**config.mk**
```make
export PLATFORM = sky130hd
export DESIGN_NAME = mult_div_unit_flat
export DESIGN_NICKNAME = d
export VERILOG_FILES = /design/src/rtl/mult_div_unit_pkg.sv /design/src/rtl/mult_div_unit_if.sv /design/src/rtl/mult_div_unit.sv /design/src/flat_wrapper.sv
export SDC_FILE = /design/constraint.sdc
export NUM_CORES = 1
export LEC_CHECK = 0
export CAP_MARGIN = 40
export CORE_MARGIN = 2
export CORE_UTILIZATION = 28
export DETAILED_ROUTE_END_ITERATION = 10
export SETUP_SLACK_MARGIN = 0.2
export SLEW_MARGIN = 20
export SYNTH_ARGS = -nofsm -noshare
export SYNTH_HDL_FRONTEND = slang
export SYNTH_SLANG_ARGS = --single-unit
```
**constraint.sdc**
```tcl
create_clock -name clk -period 8 [get_ports clk]
set_input_delay 2.4 -clock clk [delete_from_list [all_inputs] [get_ports clk]]
set_output_delay 2.4 -clock clk [all_outputs]
set_load 0.01 [all_outputs]
```
**src/rtl/mult_div_unit_pkg.sv**
```systemverilog
// Shared definitions for the iterative multiply/divide unit: op codes,
// FSM state encodings and small op-decode helpers.
package mult_div_unit_pkg;

   typedef enum logic [1:0] {
      MDU_MULT  = 2'b00,
      MDU_MULTU = 2'b01,
      MDU_DIV   = 2'b10,
      MDU_DIVU  = 2'b11
   } op_t;

   typedef enum logic [2:0] {
      S_IDLE = 3'd0,
      S_LOAD = 3'd1,
      S_ITER = 3'd2,
      S_FIX  = 3'd3,
      S_DONE = 3'd4
   } state_t;

   function automatic logic op_is_signed(input op_t op);
      return (op == MDU_MULT) || (op == MDU_DIV);
   endfunction

   function automatic logic op_is_div(input op_t op);
      return (op == MDU_DIV) || (op == MDU_DIVU);
   endfunction

endpackage

```
**src/rtl/mult_div_unit_if.sv**
```systemverilog
// Request/result bundle between the execute-stage control and the
// multiply/divide unit. master = pipeline side, slave = the unit.
interface mult_div_unit_if
   import mult_div_unit_pkg::*;
#(
   parameter int WIDTH = 32
) ();

   logic             start;
   op_t              op;
   logic [WIDTH-1:0] operand_a;
   logic [WIDTH-1:0] operand_b;
   logic             cancel;
   logic             busy;
   logic             done;
   logic             div_by_zero;
   logic [WIDTH-1:0] hi;
   logic [WIDTH-1:0] lo;

   modport master (
      output start, op, operand_a, operand_b, cancel,
      input  busy, done, div_by_zero, hi, lo
   );

   modport slave (
      input  start, op, operand_a, operand_b, cancel,
      output busy, done, div_by_zero, hi, lo
   );

endinterface

```
**src/rtl/mult_div_unit.sv**
```systemverilog
// Iterative MULT/MULTU/DIV/DIVU unit: shift-add multiply and restoring
// divide on operand magnitudes, one bit per cycle, signs applied in FIX.
// Operand conditioning (abs) happens in the start cycle, so the LOAD cycle
// already performs the first iteration step; LOAD plus ITER together make
// exactly WIDTH steps and done lands WIDTH+2 cycles after start.
module mult_div_unit
   import mult_div_unit_pkg::*;
#(
   parameter int WIDTH = 32
) (
   input  logic           clk,
   input  logic           rst_n,
   mult_div_unit_if.slave bus
);

   localparam int               CNT_W    = $clog2(WIDTH);
   localparam logic [CNT_W-1:0] CNT_LAST = CNT_W'(WIDTH - 1);

   state_t             state_reg, state_next;
   logic [CNT_W-1:0]   cnt_reg;
   logic               div_reg, b_zero_reg, neg_q_reg, neg_r_reg, dbz_reg;
   logic [WIDTH-1:0]   a_raw_reg, a_mag_reg, b_mag_reg, hi_reg, lo_reg;
   logic [2*WIDTH-1:0] acc_reg;

   logic               accept, load_en, in_signed, in_div, sign_a, sign_b;
   logic [WIDTH-1:0]   a_mag_in, b_mag_in;

   // cancel in the same cycle as start suppresses the start
   assign accept    = bus.start && !bus.cancel;
   assign load_en   = accept && ((state_reg == S_IDLE) || (state_reg == S_DONE));
   assign in_signed = op_is_signed(bus.op);
   assign in_div    = op_is_div(bus.op);
   assign sign_a    = in_signed && bus.operand_a[WIDTH-1];
   assign sign_b    = in_signed && bus.operand_b[WIDTH-1];
   assign a_mag_in  = sign_a ? -bus.operand_a : bus.operand_a;
   assign b_mag_in  = sign_b ? -bus.operand_b : bus.operand_b;

   // state register
   always_ff @(posedge clk) begin
      if (!rst_n) state_reg <= S_IDLE;
      else        state_reg <= state_next;
   end

   // next-state logic; cancel aborts any in-flight state
   always_comb begin
      state_next = state_reg;
      case (state_reg)
         S_IDLE: if (accept) state_next = S_LOAD;
         S_LOAD: state_next = bus.cancel ? S_IDLE : S_ITER;
         S_ITER: if (bus.cancel)               state_next = S_IDLE;
                 else if (cnt_reg == CNT_LAST) state_next = S_FIX;
         S_FIX:  state_next = bus.cancel ? S_IDLE : S_DONE;
         S_DONE: state_next = accept ? S_LOAD : S_IDLE;
         default: state_next = S_IDLE;
      endcase
   end

   // one iteration step: add-shift for multiply, restoring subtract for divide.
   // The accumulator holds {partial product high, multiplier} for multiply and
   // {partial remainder, dividend/quotient} for divide.
   logic [WIDTH:0]     mul_sum, div_shift, div_diff;
   logic               div_ge;
   logic [WIDTH-1:0]   div_rem;
   logic [2*WIDTH-1:0] step_acc;
   logic               unused_ok;

   always_comb begin
      mul_sum   = {1'b0, acc_reg[2*WIDTH-1:WIDTH]}
                + (acc_reg[0] ? {1'b0, a_mag_reg} : {(WIDTH+1){1'b0}});
      div_shift = {acc_reg[2*WIDTH-1:WIDTH], acc_reg[WIDTH-1]};
      div_diff  = div_shift - {1'b0, b_mag_reg};
      div_ge    = (div_shift >= {1'b0, b_mag_reg});
      div_rem   = div_ge ? div_diff[WIDTH-1:0] : div_shift[WIDTH-1:0];
      step_acc  = div_reg ? {div_rem, acc_reg[WIDTH-2:0], div_ge}
                          : {mul_sum, acc_reg[WIDTH-1:1]};
   end

   // a kept remainder is below the divisor, so the difference MSB is always 0
   assign unused_ok = div_diff[WIDTH];

   // sign fix-up of the magnitude result; divide by zero bypasses the datapath
   logic [2*WIDTH-1:0] prod_fix;
   logic [WIDTH-1:0]   fix_hi, fix_lo;

   always_comb begin
      prod_fix = neg_q_reg ? -acc_reg : acc_reg;
      fix_hi   = prod_fix[2*WIDTH-1:WIDTH];
      fix_lo   = prod_fix[WIDTH-1:0];
      if (div_reg) begin
         if (b_zero_reg) begin
            fix_hi = a_raw_reg;
            fix_lo = {WIDTH{1'b1}};
         end else begin
            fix_lo = neg_q_reg ? -acc_reg[WIDTH-1:0] : acc_reg[WIDTH-1:0];
            fix_hi = neg_r_reg ? -acc_reg[2*WIDTH-1:WIDTH] : acc_reg[2*WIDTH-1:WIDTH];
         end
      end
   end

   // operand capture, iteration and result registers
   always_ff @(posedge clk) begin
      if (!rst_n) begin
         cnt_reg    <= '0;
         div_reg    <= 1'b0;
         b_zero_reg <= 1'b0;
         neg_q_reg  <= 1'b0;
         neg_r_reg  <= 1'b0;
         dbz_reg    <= 1'b0;
         a_raw_reg  <= '0;
         a_mag_reg  <= '0;
         b_mag_reg  <= '0;
         acc_reg    <= '0;
         hi_reg     <= '0;
         lo_reg     <= '0;
      end else begin
         if (load_en) begin
            div_reg    <= in_div;
            b_zero_reg <= (bus.operand_b == '0);
            neg_q_reg  <= sign_a ^ sign_b;
            neg_r_reg  <= sign_a;
            a_raw_reg  <= bus.operand_a;
            a_mag_reg  <= a_mag_in;
            b_mag_reg  <= b_mag_in;
            acc_reg    <= {{WIDTH{1'b0}}, (in_div ? a_mag_in : b_mag_in)};
            cnt_reg    <= '0;
         end else if ((state_reg == S_LOAD) || (state_reg == S_ITER)) begin
            acc_reg <= step_acc;
            cnt_reg <= cnt_reg + CNT_W'(1);
         end
         dbz_reg <= 1'b0;
         if ((state_reg == S_FIX) && !bus.cancel) begin
            hi_reg  <= fix_hi;
            lo_reg  <= fix_lo;
            dbz_reg <= div_reg && b_zero_reg;
         end
      end
   end

   assign bus.busy        = (state_reg == S_LOAD) || (state_reg == S_ITER) || (state_reg == S_FIX);
   assign bus.done        = (state_reg == S_DONE);
   assign bus.div_by_zero = dbz_reg;
   assign bus.hi          = hi_reg;
   assign bus.lo          = lo_reg;

endmodule

```
**src/flat_wrapper.sv**
```systemverilog
// flat-port wrapper written by rule: the top's interface ports become plain ports
module mult_div_unit_flat import mult_div_unit_pkg::*;
#(
   parameter int WIDTH = 32
)
  (clk, rst_n, bus_start, bus_op, bus_operand_a, bus_operand_b, bus_cancel, bus_busy, bus_done, bus_div_by_zero, bus_hi, bus_lo);
  mult_div_unit_if #(.WIDTH(WIDTH)) bus_i ();
  input  logic clk;
  input  logic rst_n;
  input wire logic [$bits(bus_i.start)-1:0] bus_start;
  input wire logic [$bits(bus_i.op)-1:0] bus_op;
  input wire logic [$bits(bus_i.operand_a)-1:0] bus_operand_a;
  input wire logic [$bits(bus_i.operand_b)-1:0] bus_operand_b;
  input wire logic [$bits(bus_i.cancel)-1:0] bus_cancel;
  output wire logic [$bits(bus_i.busy)-1:0] bus_busy;
  output wire logic [$bits(bus_i.done)-1:0] bus_done;
  output wire logic [$bits(bus_i.div_by_zero)-1:0] bus_div_by_zero;
  output wire logic [$bits(bus_i.hi)-1:0] bus_hi;
  output wire logic [$bits(bus_i.lo)-1:0] bus_lo;
  assign bus_i.start = bus_start;
  assign bus_i.op = bus_op;
  assign bus_i.operand_a = bus_operand_a;
  assign bus_i.operand_b = bus_operand_b;
  assign bus_i.cancel = bus_cancel;
  assign bus_busy = bus_i.busy;
  assign bus_done = bus_i.done;
  assign bus_div_by_zero = bus_i.div_by_zero;
  assign bus_hi = bus_i.hi;
  assign bus_lo = bus_i.lo;
  mult_div_unit #(.WIDTH(WIDTH)) u_core (.clk(clk), .rst_n(rst_n), .bus(bus_i));
endmodule
```
==> metrics.md <==
| Metric | Value |
|---|---|
| Crit path arrival time | `5.54 ns` |
| Slew Viols, Final | `0` |
| Leak pwr | `7.443 nW` |
| Min Hold Slack | `0.4523 ns` |
| Ant diodes | `0` |
| Hold Vio Cnt, Final | `0` |
| Mapped Avg Cell Area | `7.600 sq um` |
| Wire length on met2 | `29100 um` |
| CP Data Required Time | `8.46 ns` |
| Crit path kind | `input port to flop` |
| Largest net degree at the start of global routing | `113` |
| Layout Skew | `0.02503 ns` |
| Switch share | `0.3282` |
| Port Buffers | `136` |
| Mapped Area | `16830 sq um` |
| DIE AREA | `62080 sq um` |
| Dpl cells | `2992` |
| Setup Buffers After CTS | `0` |
| Sequential share of the synthesized area | `0.2808` |
| Root buf cell | `clkbuf_16` |
| Placed instance area | `18850 sq um` |
| Top post-synthesis cells by area | `dfxtp_1 28%, a21oi_1 6.7%, xnor2_1 6.0%` |
| Vias in the first global route | `15673` |
| Worst-Skew Late Latency | `0.59 ns` |
| Starting Density | `0.2840` |
| Final min period | `5.083 ns` |
| Layout Cells excl Fill | `3047` |
| Comb power frac | `0.234` |
| FF+latch count, synth | `236` |
| Gr usage total | `0.1991` |
| DRT Pass-1 Iters | `5` |
| Status | `complete, no violations` |
| Largest fanout on the critical path | `6` |
| Power Internal | `2.404 mW` |
| Aggregate negative setup slack | `0 ns` |
| Die height | `249.2 um` |
| Primary FF master, synth | `dfxtp_1` |
| Final setup fails | `0` |
| Top Metal Used | `met5` |
| Die width | `249.2 um` |
| VDD IR max | `0.1699 mV` |
| CTS tree | `yes` |
| PD cells | `179.5 nW/um^2` |
| RSZ-0062 raised after global routing | `no` |
| Design area | `19930 sq um` |
| Nets | `2394` |
| Post-DP HPWL | `49180 um` |
| DR vias | `16598` |
| Routed wl met3 | `3783 um` |
| Number of synthesized flops with an enable pin | `0` |
| Max cap viols | `0` |
| Leading area contributor after synthesis | `dfxtp_1` |
| WL final | `64470 um` |
| Vias per cell | `5.447` |
| Final worst slack | `2.917 ns` |
| First-pass GRT wire length | `97210 um` |
| HP Class | `flop to flop` |
| Core ar. | `59240 sq um` |
| Max reg flops | `64` |
| Routed Antenna Nets | `0` |
| Sequential Power Share | `0.367` |
| IO Count | `137` |
| Top-area cell type share of the netlist area | `0.2808` |
| Final Wtd Congestion | `0.9788` |
| DRC viols | `0` |
| Worst slew pin tran | `0.8691 ns` |
| Metal-1 WL | `28480 um` |
| Synth cell types | `85` |
| Area Growth Syn to Fin | `18.44%` |
| Setup WS pre-CTS | `2.354 ns` |
| Inserted Clock Buffers | `30` |
| Setup crit end kind | `flop` |
| Clock sinks | `236` |
| Post-Syn Nets | `2356` |
| Yosys synthesis warning count | `0` |
| Clk pwr share | `0.399` |
| H-tree levels | `1` |
| Row count | `89` |
| Routed length per instance | `21.16 um` |
| F_max | `0.1967 GHz` |
| Cells after synthesis | `2214` |
| Clk buf depth | `3` |
| P_sw | `1.174 mW` |
| Startpoint class of the critical path | `input port` |
| Initial antenna violation count | `1` |
| Hold Buf Count CTS | `0` |
| Share of cells above drive strength 1 | `0.05937` |
| Clk slew on worst S/H paths | `0.06 ns` |
| Relative slew slack | `0.4130` |
| FFs w/ async S/R, synth | `0` |
| CTS resizes | `0` |
| Final period utilization | `0.6353` |
| GRT overflow | `0` |
| DRT iter0 DRCs | `1450` |
path summary, 6_finish.rpt:
| check | endpoint | depth (start not counted) | slack (ns) | startpoint |
|---|---|---|---|---|
| min | u_core.bus.hi[4]$_SDFFE_PN0P_ | 2 | 0.45 | u_core.bus.hi[4]$_SDFFE_PN0P_ |
| max | u_core.acc_reg[29]$_SDFFE_PN0P_ | 10 | 2.92 | bus_operand_a[2] |
| min reg2reg | u_core.bus.hi[4]$_SDFFE_PN0P_ | 2 | 0.45 | u_core.bus.hi[4]$_SDFFE_PN0P_ |
| max reg2reg | u_core.bus.hi[30]$_SDFFE_PN0P_ | 11 | 3.91 | u_core.acc_reg[0]$_SDFFE_PN0P_ |
routing by layer:
| metal | up-vias | track usage |
|---|---|---|
| met5 | - | 0 |
| met4 | 2 | 0.09002 |
| met3 | 108 | 0.02560 |
| met2 | 558 | 0.3222 |
| met1 | 7923 | 0.2638 |
| li1 | 8007 | - |
critical path, stage by stage:
cell and delay [ns]:
clkdlybuf4s50_1 0.51, or4_1 0.60, nor4b_2 0.67, nand4_1 0.27, nor3b_1 0.38, a21oi_1 0.14
xnor2_1 0.27, a21oi_1 0.10, o21ai_0 0.11, o21ai_1 0.08
kinds of logic after synthesis:
| logic type | after synthesis | share of synthesized area |
|---|---|---|
| buffers and inverters | 222 | 0.05183 |
| multiplexers | 93 | 0.05621 |
| XOR/XNOR | 204 | 0.1062 |
| AND/OR/NAND/NOR | 673 | 0.1885 |
| flip-flops | 236 | 0.2808 |
| AO/OA/AOI/OAI | 714 | 0.2621 |
| adder cells (fa/ha/maj) | 72 | 0.05443 |
power groups by stage:
stage,registers (mW),clock network (mW),logic (mW)
floorplan,1.28,0,0.585
global placement,1.34,0,0.804
detailed placement,1.34,0,0.823
CTS,1.31,1.45,0.829
global route,1.32,1.50,0.913
finish,1.31,1.43,0.838
cell usage after synthesis (all sizes together) (46+ instances only):
cell    instances
inv            59
xnor2         115
ha             70
a211oi         79
o211ai         46
xor2           89
mux2i          81
nor2          183
clkbuf        143
dfxtp         236
o21ai         190
nand2         248
a21oi         226
layout by cell type, fill, tap and decap left out, types with 33 or more instances in the layout:
master | synthesis | final
a21oi_1 | 226 | 225
inv_1 | 58 | 57
dfxtp_1 | 236 | 234
o21ai_0 | 179 | 179
nand2_1 | 247 | 247
nor3_1 | 33 | 33
xnor2_1 | 115 | 115
o211ai_1 | 46 | 46
ha_1 | 70 | 70
clkdlybuf4s50_1 | 0 | 134
xor2_1 | 89 | 89
and2_1 | 44 | 44
a211oi_1 | 79 | 79
nor2_1 | 183 | 182
mux2i_1 | 81 | 81
per-stage QoR:
step / power, mW / utilization
detailed placement: 2.159 / 0.3183
CTS: 3.594 / 0.3360
global route: 3.729 / 0.3364
floorplan: 1.869 / -
global placement: 2.144 / 0.3160
finish: 3.578 / 0.3364
layout make-up:
class,count,area [sq um]
flip-flops and latches,236,4730
clock buffers,39,854.6
inverters,60,227.7
multi-input cells,1756,11280
repair buffers,168,1678
clock inverters,15,193.9
well taps,773,967.2
fillers,6271,39310
No activity file was read; power rests on OpenSTA's default activity.
